===== src/rtl/dot_matrix_scanner.sv =====
`default_nettype none
// ============================================================================
//  Module   : dot_matrix_scanner
//  Purpose  : Row-multiplexed driver for an 8x8 LED dot matrix. It takes a
//             single-cycle snapshot of the 64-bit game map word at the start
//             of each frame, so a frame never tears. It drives each row for
//             ROW_DIV cycles and then blanks for BLANK_CYCLES cycles to
//             suppress ghosting.
//  Ports    : i_Clk         system clock
//             i_Rst         asynchronous active-high reset
//             i_Map_Data    map word, row r = bits [8r+7:8r], col c = bit c
//             i_Enable      scan enable (level)
//             i_Test        lamp test (level); latched frames show all-on
//             o_Row         one-hot row select, active-high
//             o_Col         column data of the selected row, active-high
//             o_Row_Idx     index of the row being driven or blanked
//             o_Frame_Sync  pulse on the first drive cycle of row 0
//  Revision : 1.0  initial release
// ============================================================================
module dot_matrix_scanner #(
  parameter int unsigned ROW_DIV      = 6000,
  parameter int unsigned BLANK_CYCLES = 250,
  parameter bit          COL_REVERSE  = 1'b0
) (
  input  logic        i_Clk,
  input  logic        i_Rst,
  input  logic [63:0] i_Map_Data,
  input  logic        i_Enable,
  input  logic        i_Test,
  output logic [7:0]  o_Row,
  output logic [7:0]  o_Col,
  output logic [2:0]  o_Row_Idx,
  output logic        o_Frame_Sync
);

  localparam logic [1:0] S_IDLE  = 2'd0;
  localparam logic [1:0] S_LATCH = 2'd1;
  localparam logic [1:0] S_DRIVE = 2'd2;
  localparam logic [1:0] S_BLANK = 2'd3;

  // Counters run 0..N-1, so compare against the last value.
  localparam logic [15:0] c_ROW_LAST   = 16'(ROW_DIV - 1);
  localparam logic [15:0] c_BLANK_LAST = 16'(BLANK_CYCLES - 1);
  localparam logic [2:0]  c_LAST_ROW   = 3'd7;

  logic [1:0]  r_state;
  logic [15:0] r_cnt;
  logic [63:0] r_snapshot;
  logic [2:0]  r_row_idx;
  logic [7:0]  r_row;
  logic [7:0]  r_col;
  logic        r_frame_sync;

  logic [1:0]  w_state_nxt;
  logic [15:0] w_cnt_nxt;
  logic [63:0] w_snapshot_nxt;
  logic [2:0]  w_row_idx_nxt;
  logic [7:0]  w_row_nxt;
  logic [7:0]  w_col_nxt;
  logic        w_sync_nxt;

  logic [63:0] w_fresh_word;
  logic [63:0] w_src_word;
  logic [2:0]  w_src_idx;
  logic [7:0]  w_col_raw;
  logic [7:0]  w_col_ordered;

  // Value captured by the snapshot; lamp test overrides the map entirely.
  assign w_fresh_word = i_Test ? 64'hFFFF_FFFF_FFFF_FFFF : i_Map_Data;

  // Outputs are registered, so the column byte for a row has to be ready on
  // the edge that enters S_DRIVE. Leaving S_LATCH, the snapshot register is
  // not loaded yet, so row 0 is taken straight from the fresh word. Leaving
  // S_BLANK, the next row comes from the stored snapshot.
  assign w_src_word = (r_state == S_LATCH) ? w_fresh_word : r_snapshot;
  assign w_src_idx  = (r_state == S_LATCH) ? 3'd0 : (r_row_idx + 3'd1);
  assign w_col_raw  = w_src_word[{w_src_idx, 3'b000} +: 8];

  generate
    if (COL_REVERSE) begin : g_col_rev
      for (genvar gi = 0; gi < 8; gi++) begin : g_bit
        assign w_col_ordered[gi] = w_col_raw[7-gi];
      end
    end else begin : g_col_fwd
      assign w_col_ordered = w_col_raw;
    end
  endgenerate

  always_comb begin
    w_state_nxt    = r_state;
    w_cnt_nxt      = r_cnt;
    w_snapshot_nxt = r_snapshot;
    w_row_idx_nxt  = r_row_idx;
    w_row_nxt      = 8'd0;
    w_col_nxt      = 8'd0;
    w_sync_nxt     = 1'b0;

    if ((r_state != S_IDLE) && !i_Enable) begin
      // Abandon the partial frame; the next enable restarts from a snapshot.
      w_state_nxt   = S_IDLE;
      w_cnt_nxt     = 16'd0;
      w_row_idx_nxt = 3'd0;
    end else begin
      case (r_state)
        S_IDLE: begin
          if (i_Enable) begin
            w_state_nxt = S_LATCH;
            w_cnt_nxt   = 16'd0;
          end
        end

        S_LATCH: begin
          w_snapshot_nxt = w_fresh_word;
          w_row_idx_nxt  = 3'd0;
          w_cnt_nxt      = 16'd0;
          w_state_nxt    = S_DRIVE;
          w_row_nxt      = 8'd1;
          w_col_nxt      = w_col_ordered;
          w_sync_nxt     = 1'b1;
        end

        S_DRIVE: begin
          if (r_cnt == c_ROW_LAST) begin
            w_cnt_nxt   = 16'd0;
            w_state_nxt = S_BLANK;
          end else begin
            w_cnt_nxt = r_cnt + 16'd1;
            w_row_nxt = r_row;
            w_col_nxt = r_col;
          end
        end

        S_BLANK: begin
          if (r_cnt == c_BLANK_LAST) begin
            w_cnt_nxt = 16'd0;
            if (r_row_idx != c_LAST_ROW) begin
              w_row_idx_nxt = w_src_idx;
              w_state_nxt   = S_DRIVE;
              w_row_nxt     = 8'd1 << w_src_idx;
              w_col_nxt     = w_col_ordered;
            end else begin
              // Enable is known high here; a low enable took the branch above.
              w_state_nxt = S_LATCH;
            end
          end else begin
            w_cnt_nxt = r_cnt + 16'd1;
          end
        end

        default: begin
          w_state_nxt = S_IDLE;
        end
      endcase
    end
  end

  always_ff @(posedge i_Clk or posedge i_Rst) begin
    if (i_Rst) begin
      r_state      <= S_IDLE;
      r_cnt        <= 16'd0;
      r_snapshot   <= 64'd0;
      r_row_idx    <= 3'd0;
      r_row        <= 8'd0;
      r_col        <= 8'd0;
      r_frame_sync <= 1'b0;
    end else begin
      r_state      <= w_state_nxt;
      r_cnt        <= w_cnt_nxt;
      r_snapshot   <= w_snapshot_nxt;
      r_row_idx    <= w_row_idx_nxt;
      r_row        <= w_row_nxt;
      r_col        <= w_col_nxt;
      r_frame_sync <= w_sync_nxt;
    end
  end

  assign o_Row        = r_row;
  assign o_Col        = r_col;
  assign o_Row_Idx    = r_row_idx;
  assign o_Frame_Sync = r_frame_sync;

endmodule
`default_nettype wire


===== config.mk =====
export PLATFORM = sky130hd
export DESIGN_NAME = dot_matrix_scanner
export DESIGN_NICKNAME = d
export VERILOG_FILES = /design/src/rtl/dot_matrix_scanner.sv
export SDC_FILE = /design/constraint.sdc
export NUM_CORES = 1
export LEC_CHECK = 0
export CAP_MARGIN = 5
export CORE_UTILIZATION = 32
export CTS_BUF_LIST = sky130_fd_sc_hd__clkbuf_8 sky130_fd_sc_hd__clkbuf_16
export DETAILED_ROUTE_END_ITERATION = 6
export SLEW_MARGIN = 30
export SYNTH_ARGS = -nofsm -noshare
export SYNTH_HDL_FRONTEND = slang
export SYNTH_SLANG_ARGS = --single-unit

===== constraint.sdc =====
create_clock -name i_Clk -period 4.2 [get_ports i_Clk]
set_clock_uncertainty 0.05 [all_clocks]
set_input_delay 1.05 -clock i_Clk [delete_from_list [all_inputs] [get_ports i_Clk]]
set_output_delay 1.05 -clock i_Clk [all_outputs]
set_load 0.1 [all_outputs]

**Word level (Yosys, flattened, before mapping)**

Cells that the tools add are included.

- Logic and storage cells: 57
- Output and inout port bits: 20
- Register bits after elaboration: 102

- Reductions and logical operators: 7
- Shift operators: 2
- Multiplexer cells: 29
- Add/subtract/negate cells: 2
- Equality and inequality tests: 10

Operators by type and width:

| operator | count |
|---|---|
| 64-bit 2-to-1 mux | 2 |
| 16-bit 2-to-1 mux | 4 |
| 16-bit case mux with 4 select lines | 1 |
| 64-bit by 7-bit indexed part select with 8-bit output | 1 |
| 8-bit 2-to-1 mux | 7 |
| 8-bit case mux with 3 select lines | 2 |
| 16-bit by 1-bit adder with 16-bit output, second input constant | 1 |
| 16-bit by 13-bit == test with 1-bit output, second input constant | 1 |
| 16-bit by 8-bit == test with 1-bit output, second input constant | 1 |
| 3-bit != test, second input constant | 5 |
| 3-bit 2-to-1 mux | 4 |
| 2-bit 2-to-1 mux | 5 |
| 2-bit case mux with 4 select lines | 1 |
| 1-bit by 3-bit << shifter with 8-bit output, first input constant | 1 |
| 3-bit case mux with 2 select lines | 1 |
| 3-bit AND reduction | 2 |
| 2-bit == test, second input constant | 2 |
| 3-bit by 1-bit adder with 3-bit output, second input constant | 1 |
| 3-bit nonzero test | 1 |
| 2-bit by 1-bit == test with 1-bit output, second input constant | 1 |
| 2-bit logical NOT | 1 |
| 1-bit 2-to-1 mux | 2 |
| 2-bit nonzero test | 1 |
| 1-bit logical AND | 1 |
| 1-bit logical NOT | 1 |

**Longest topological paths before layout**

- Depth after elaboration: 7
- Gate-level depth with buffers: 8
- Depth with buffers taken out: 7

**Worst setup path after synthesis**

OpenSTA, ideal clock, no wires.

- Path kind: register to register
- From: reg r_row_idx[0], in the netlist o_Row_Idx[0]
- To: reg r_col[4], in the netlist o_Col[4]
- Setup time: 122 ps
- Path slack: 1555 ps
- Path buffers: 2
- Arrival time: 2473 ps
- Stages on the path, launching flop included: 8
- Path through: dfrtp_1 -> ha_1 -> buf_2 -> buf_2 -> mux4_2 -> a22oi_1 -> nand2_1 -> a22o_1

- Cells in the longest elaborated chain, start to end: 7
- Elaborated cells on any way between the ends: 8
- Classes of those cells: add/sub (1); eq/ne (1); shift (1); mux (5)

RTL lines:

| element | RTL line | text |
|---|---|---|
| start: declaration | 49 | `logic [2:0] r_row_idx;` |
| start signal: assignment | 170 | `r_row_idx <= w_row_idx_nxt;` |
| 3-bit by 1-bit adder with 3-bit output | 76 | `assign w_src_idx = (r_state == S_LATCH) ? 3'd0 : (r_row_idx + 3'd1);` |
| 3-bit 2-to-1 mux | 76 |  |
| 64-bit by 7-bit indexed part select with 8-bit output | 77 | `assign w_col_raw = w_src_word[{w_src_idx, 3'b000} +: 8];` |
| 8-bit 2-to-1 mux | 136 | `if (r_row_idx != c_LAST_ROW) begin` |
| 8-bit 2-to-1 mux | 134 | `if (r_cnt == c_BLANK_LAST) begin` |
| 8-bit case mux with 3 select lines (*) | 104 | `case (r_state)` |
| 8-bit 2-to-1 mux (*) | 98 | `if ((r_state != S_IDLE) && !i_Enable) begin` |
| end signal: assignment | 172 | `r_col <= w_col_nxt;` |
| end: declaration | 51 | `logic [7:0] r_col;` |

Every way passes the cells marked *; elsewhere a longest branch is shown, timed or not.
A chain may end at the register's enable or synchronous reset.

**Worst setup path after layout**

- From: reg r_row_idx[2], in the netlist o_Row_Idx[2]
- To: out o_Row_Idx[2]

RTL lines:

| element | RTL line | text |
|---|---|---|
| end: declaration | 32 | `output logic [2:0] o_Row_Idx,` |

No word-level cell between the ends.

==> results.txt <==
* Post-synthesis async set-or-reset flop share: 100%
* Post-route setup slack: 1.16 ns
* Most common cell in the netlist: dfrtp_1
- Finished layout cell area: 0.00623 sq mm
* Post-placement cell area: around 0.0059 sq mm
- The total overflow left after global routing is 0.
- The synthesized netlist devotes 16.4% of its cell area to compound gates.
- The synthesized netlist occupies a cell area of between 0.004 and 0.005 sq mm.
- Hold WC Path Type: reg2reg
- Of the cells placed in the final design, the portion with a size suffix greater than 1 is under 10%.
* Initial cell density of the core: about a third
* Area share of and/or/nand/nor cells after synthesis: between 10% and 20%
- XOR/XNOR share of the synthesized area: less than 1%
- CTS tree: built
- Number of fill cells: 1,486
- Wirelength, routed: roughly 12,000 microns
- Of the post-synthesis cell area, the part taken by muxes is 7.27%.
* Critical-path top delay cell: clkdlybuf4s50_1
* Max-cap check violation count: 0
* Worst R2R Start: o_Row_Idx[0]
* Largest cells by area after synthesis: dfrtp_1, o21ai_0, nand2_1
* Net Count, Synth: between 500 and 600
- Biggest cell delay along the critical path: roughly 1.2 ns
* Largest delay share family, worst path: buffers and inverters
- 88 I/O pins were placed.
- The worst setup path is of the reg2out kind.
* Leading cell types by count after synthesis: dfrtp_1, nand2_1, o21ai_0
* Predominant post-synthesis flop cell: dfrtp_1
- Number of gates given a new drive strength after cts: 0
- Layout Utilization: 41.2%
* Synth warnings: 0
- Clock tree synthesis inserted a total of 9 buffers.
- Buffers inserted to repair hold after CTS numbered 0.
- The tree is rooted in a clkbuf_16.
* Count of unresolved DRC violations after routing: 0
* Weighted congestion reported at the end of routability-driven placement: 0.811
- Buf+Inv Stages, Crit Path: 1
- The H-tree was split into 3 levels.
- Main combinational cell family by area after synthesis: simple AND/OR/NAND/NOR gates
* Leak pwr: 2.68 nW
- Startpoint of the worst setup timing path: o_Row_Idx[2]
* RSZ-0062 raised after global routing: false
- Clock buffer depth: 2
- Kind of capture point of the worst setup path: output port
- Setup violations remaining at the end of the flow were counted as 0.
- Final hold vios: 0
- Maximum number of pins on one net before global-route repair: 130
* Clock Latency Late Sink: 0.35 ns
- Row count: 45
- In this run the worst setup path terminates at o_Row_Idx[2].
- Total count of max-transition violations in the final report: 0
- After Yosys synthesis, full adders, half adders and majority gates account for 1.01% of the synthesized area.
- STA classifies the critical path startpoint as a flop.
* Number of global-route vias before repair: 3,899
* Worst path depth: 1
* Total negative slack: 0 ns
- For the worst flop-to-flop path, the logic depth is 7.
* Final Cycle Share: 72.4%
- Worst-Margin Slew: 0.994 ns
- dfrtp_1 takes more of the synthesized area than any other cell.
* Number of setup buffers added after CTS: 0
* Placed wire-length estimate: 8680 microns
- Counting tap cells, the placed design contains a total of 758 instances.
* Synthesized area divided by synthesized cell count: 9.57 sq um
* Required time worst endpoint: 3.10 ns
- The die covers 0.0160 sq mm.
- Along the worst path, the maximum fanout reaches 3.
- The core region is 0.0151 sq mm.
* Net count, final: roughly 650
- The flow ran to the end, and the final reports show no timing, DRC or antenna violations.
- In this run the critical register-to-register path is captured at o_Col[0].
- Registers take 0.00255 sq mm.
* Peak supply drop: 0.000207 V
* Via-per-instance ratio: 5.10
* Antenna Cells: 0
- Headroom to the max-slew limit: 33.5%
- Final instance count without filler cells: slightly below 800
- Count of flip-flops with a built-in enable after synthesis: 0
* Fin crit period: 3.04 ns
- Flop2flop setup slack: 1.53 ns
- Detailed routing inserted a total of 3,947 vias.
- Before CTS, the worst setup slack after placement is roughly 0.93 ns.
- Y dimension of the die: 126 microns
- Flop and latch count out of synthesis: 102
* Die X-Extent: 126 microns
* Cell-by-cell listing of the critical path: clkdlybuf4s50_1
* Synth top area share: 51.5%
- Drt pass-1 iters: 5
* First-pass GRT wire length: just over 20,000 microns
- Data arrives at the worst endpoint at 1.94 ns.
- Fmax: 329 MHz
- Global routing used 16.3% of the available tracks.
* Number of cells produced by synthesis: 518
- Number of library cell types mapped by synthesis: 48
* Antenna violations before repair: 0
- Power spread over the standard cell area amounts to around 430 mW/mm^2.
- Summing internal, switching and leakage power gives 2.71 mW.
- The multi-input combinational cells in the finished layout cover a total of 0.00221 sq mm.
* # clock sinks: 102
* Initial detailed-routing violation count: 265
* Post-route ant nets: 0
- Clock-pin slew was measured on the worst setup and hold paths at 0.07 ns.
* P&R area growth vs syn: 25.7%
- Quantity of I/O buffers inserted on ports: a little under 90
* Sequential fraction of the synthesis area: approximately 51%
- In the final routed layout, each cell accounts on average for 15.7 microns.
- Worst hold slack across all endpoints: around 0.43 ns
-- kinds of logic (layout without fill, tap and decap cells) --
kind of cell,after synthesis,after routing
AOI/OAI and AO/OA,137,137
xor gates and xnor gates,4,4
adders and majority gates,4,4
buffers and inverters,48,116
DFF,102,102
muxes,16,16
and+or+nand+nor,207,207
-- metal layers --
| metal | share of wire (%) | GRT usage [%] |
|---|---|---|
| met1 | 47 | 21.6 |
| met2 | 46 | 25.9 |
| met3 | 5.4 | 4.60 |
| met4 | 1.6 | 4.96 |
| met5 | 0 | 0 |
-- placed cells by master, fill, tap and decap left out, types with 2 or more instances in the layout --
master,instances
dfrtp_1,102
nand2_1,96
clkdlybuf4s50_1,85
o21ai_0,81
nor2_1,68
mux4_2,16
a22o_1,10
nand3_1,9
a31oi_1,9
clkbuf_16,9
a21oi_1,8
inv_1,8
a22oi_1,7
o21ai_1,5
and4_1,4
xor2_1,4
nand2b_1,4
ha_1,4
buf_4,4
and3_1,3
nand4_1,3
or3_1,2
nor3b_1,2
and4_4,2
a41oi_1,2
nor3_2,2
nor2b_1,2
o22ai_1,2
o31ai_1,2
a32o_1,2
nor3_1,2
clkinv_4,2
inv_6,2
-- cell type report --
cell class / count / share of cell area, %
Tap cell: 188 / 3.77
Inverter: 9 / 0.582
Clock buffer: 9 / 3.61
Clock inverter: 7 / 1.08
Timing Repair Buffer: 91 / 14.5
Sequential cell: 102 / 40.9
Multi-Input combinational cell: 368 / 35.5
-- sequential cells by signal, indices dropped and copies added (netlist names) --
name          cells
o_Row_Idx         3
o_Frame_Sync      1
o_Col             8
r_state           2
r_cnt            16
r_snapshot       64
o_Row             8
-- where the power goes --
group	total, mW	internal [mW]	switching [mW]
clock	0.830	0.417	0.412
sequential	1.32	1.20	0.126
combinational	0.555	0.249	0.306
-- worst min path at each step --
stage	startpoint	endpoint	slack, ns	depth (start not counted)
4_1_cts	r_snapshot[52]	r_snapshot[52]	0.44	2
3_3_place_gp	r_snapshot[52]	r_snapshot[52]	0.41	2
2_1_floorplan	r_snapshot[0]	r_snapshot[0]	0.39	2
3_5_place_dp	r_snapshot[35]	r_snapshot[35]	0.42	2
6_report	r_snapshot[1]	r_snapshot[1]	0.43	2
5_1_grt	r_snapshot[26]	r_snapshot[26]	0.46	2
Note: power is estimated with default switching activity, not from simulation.
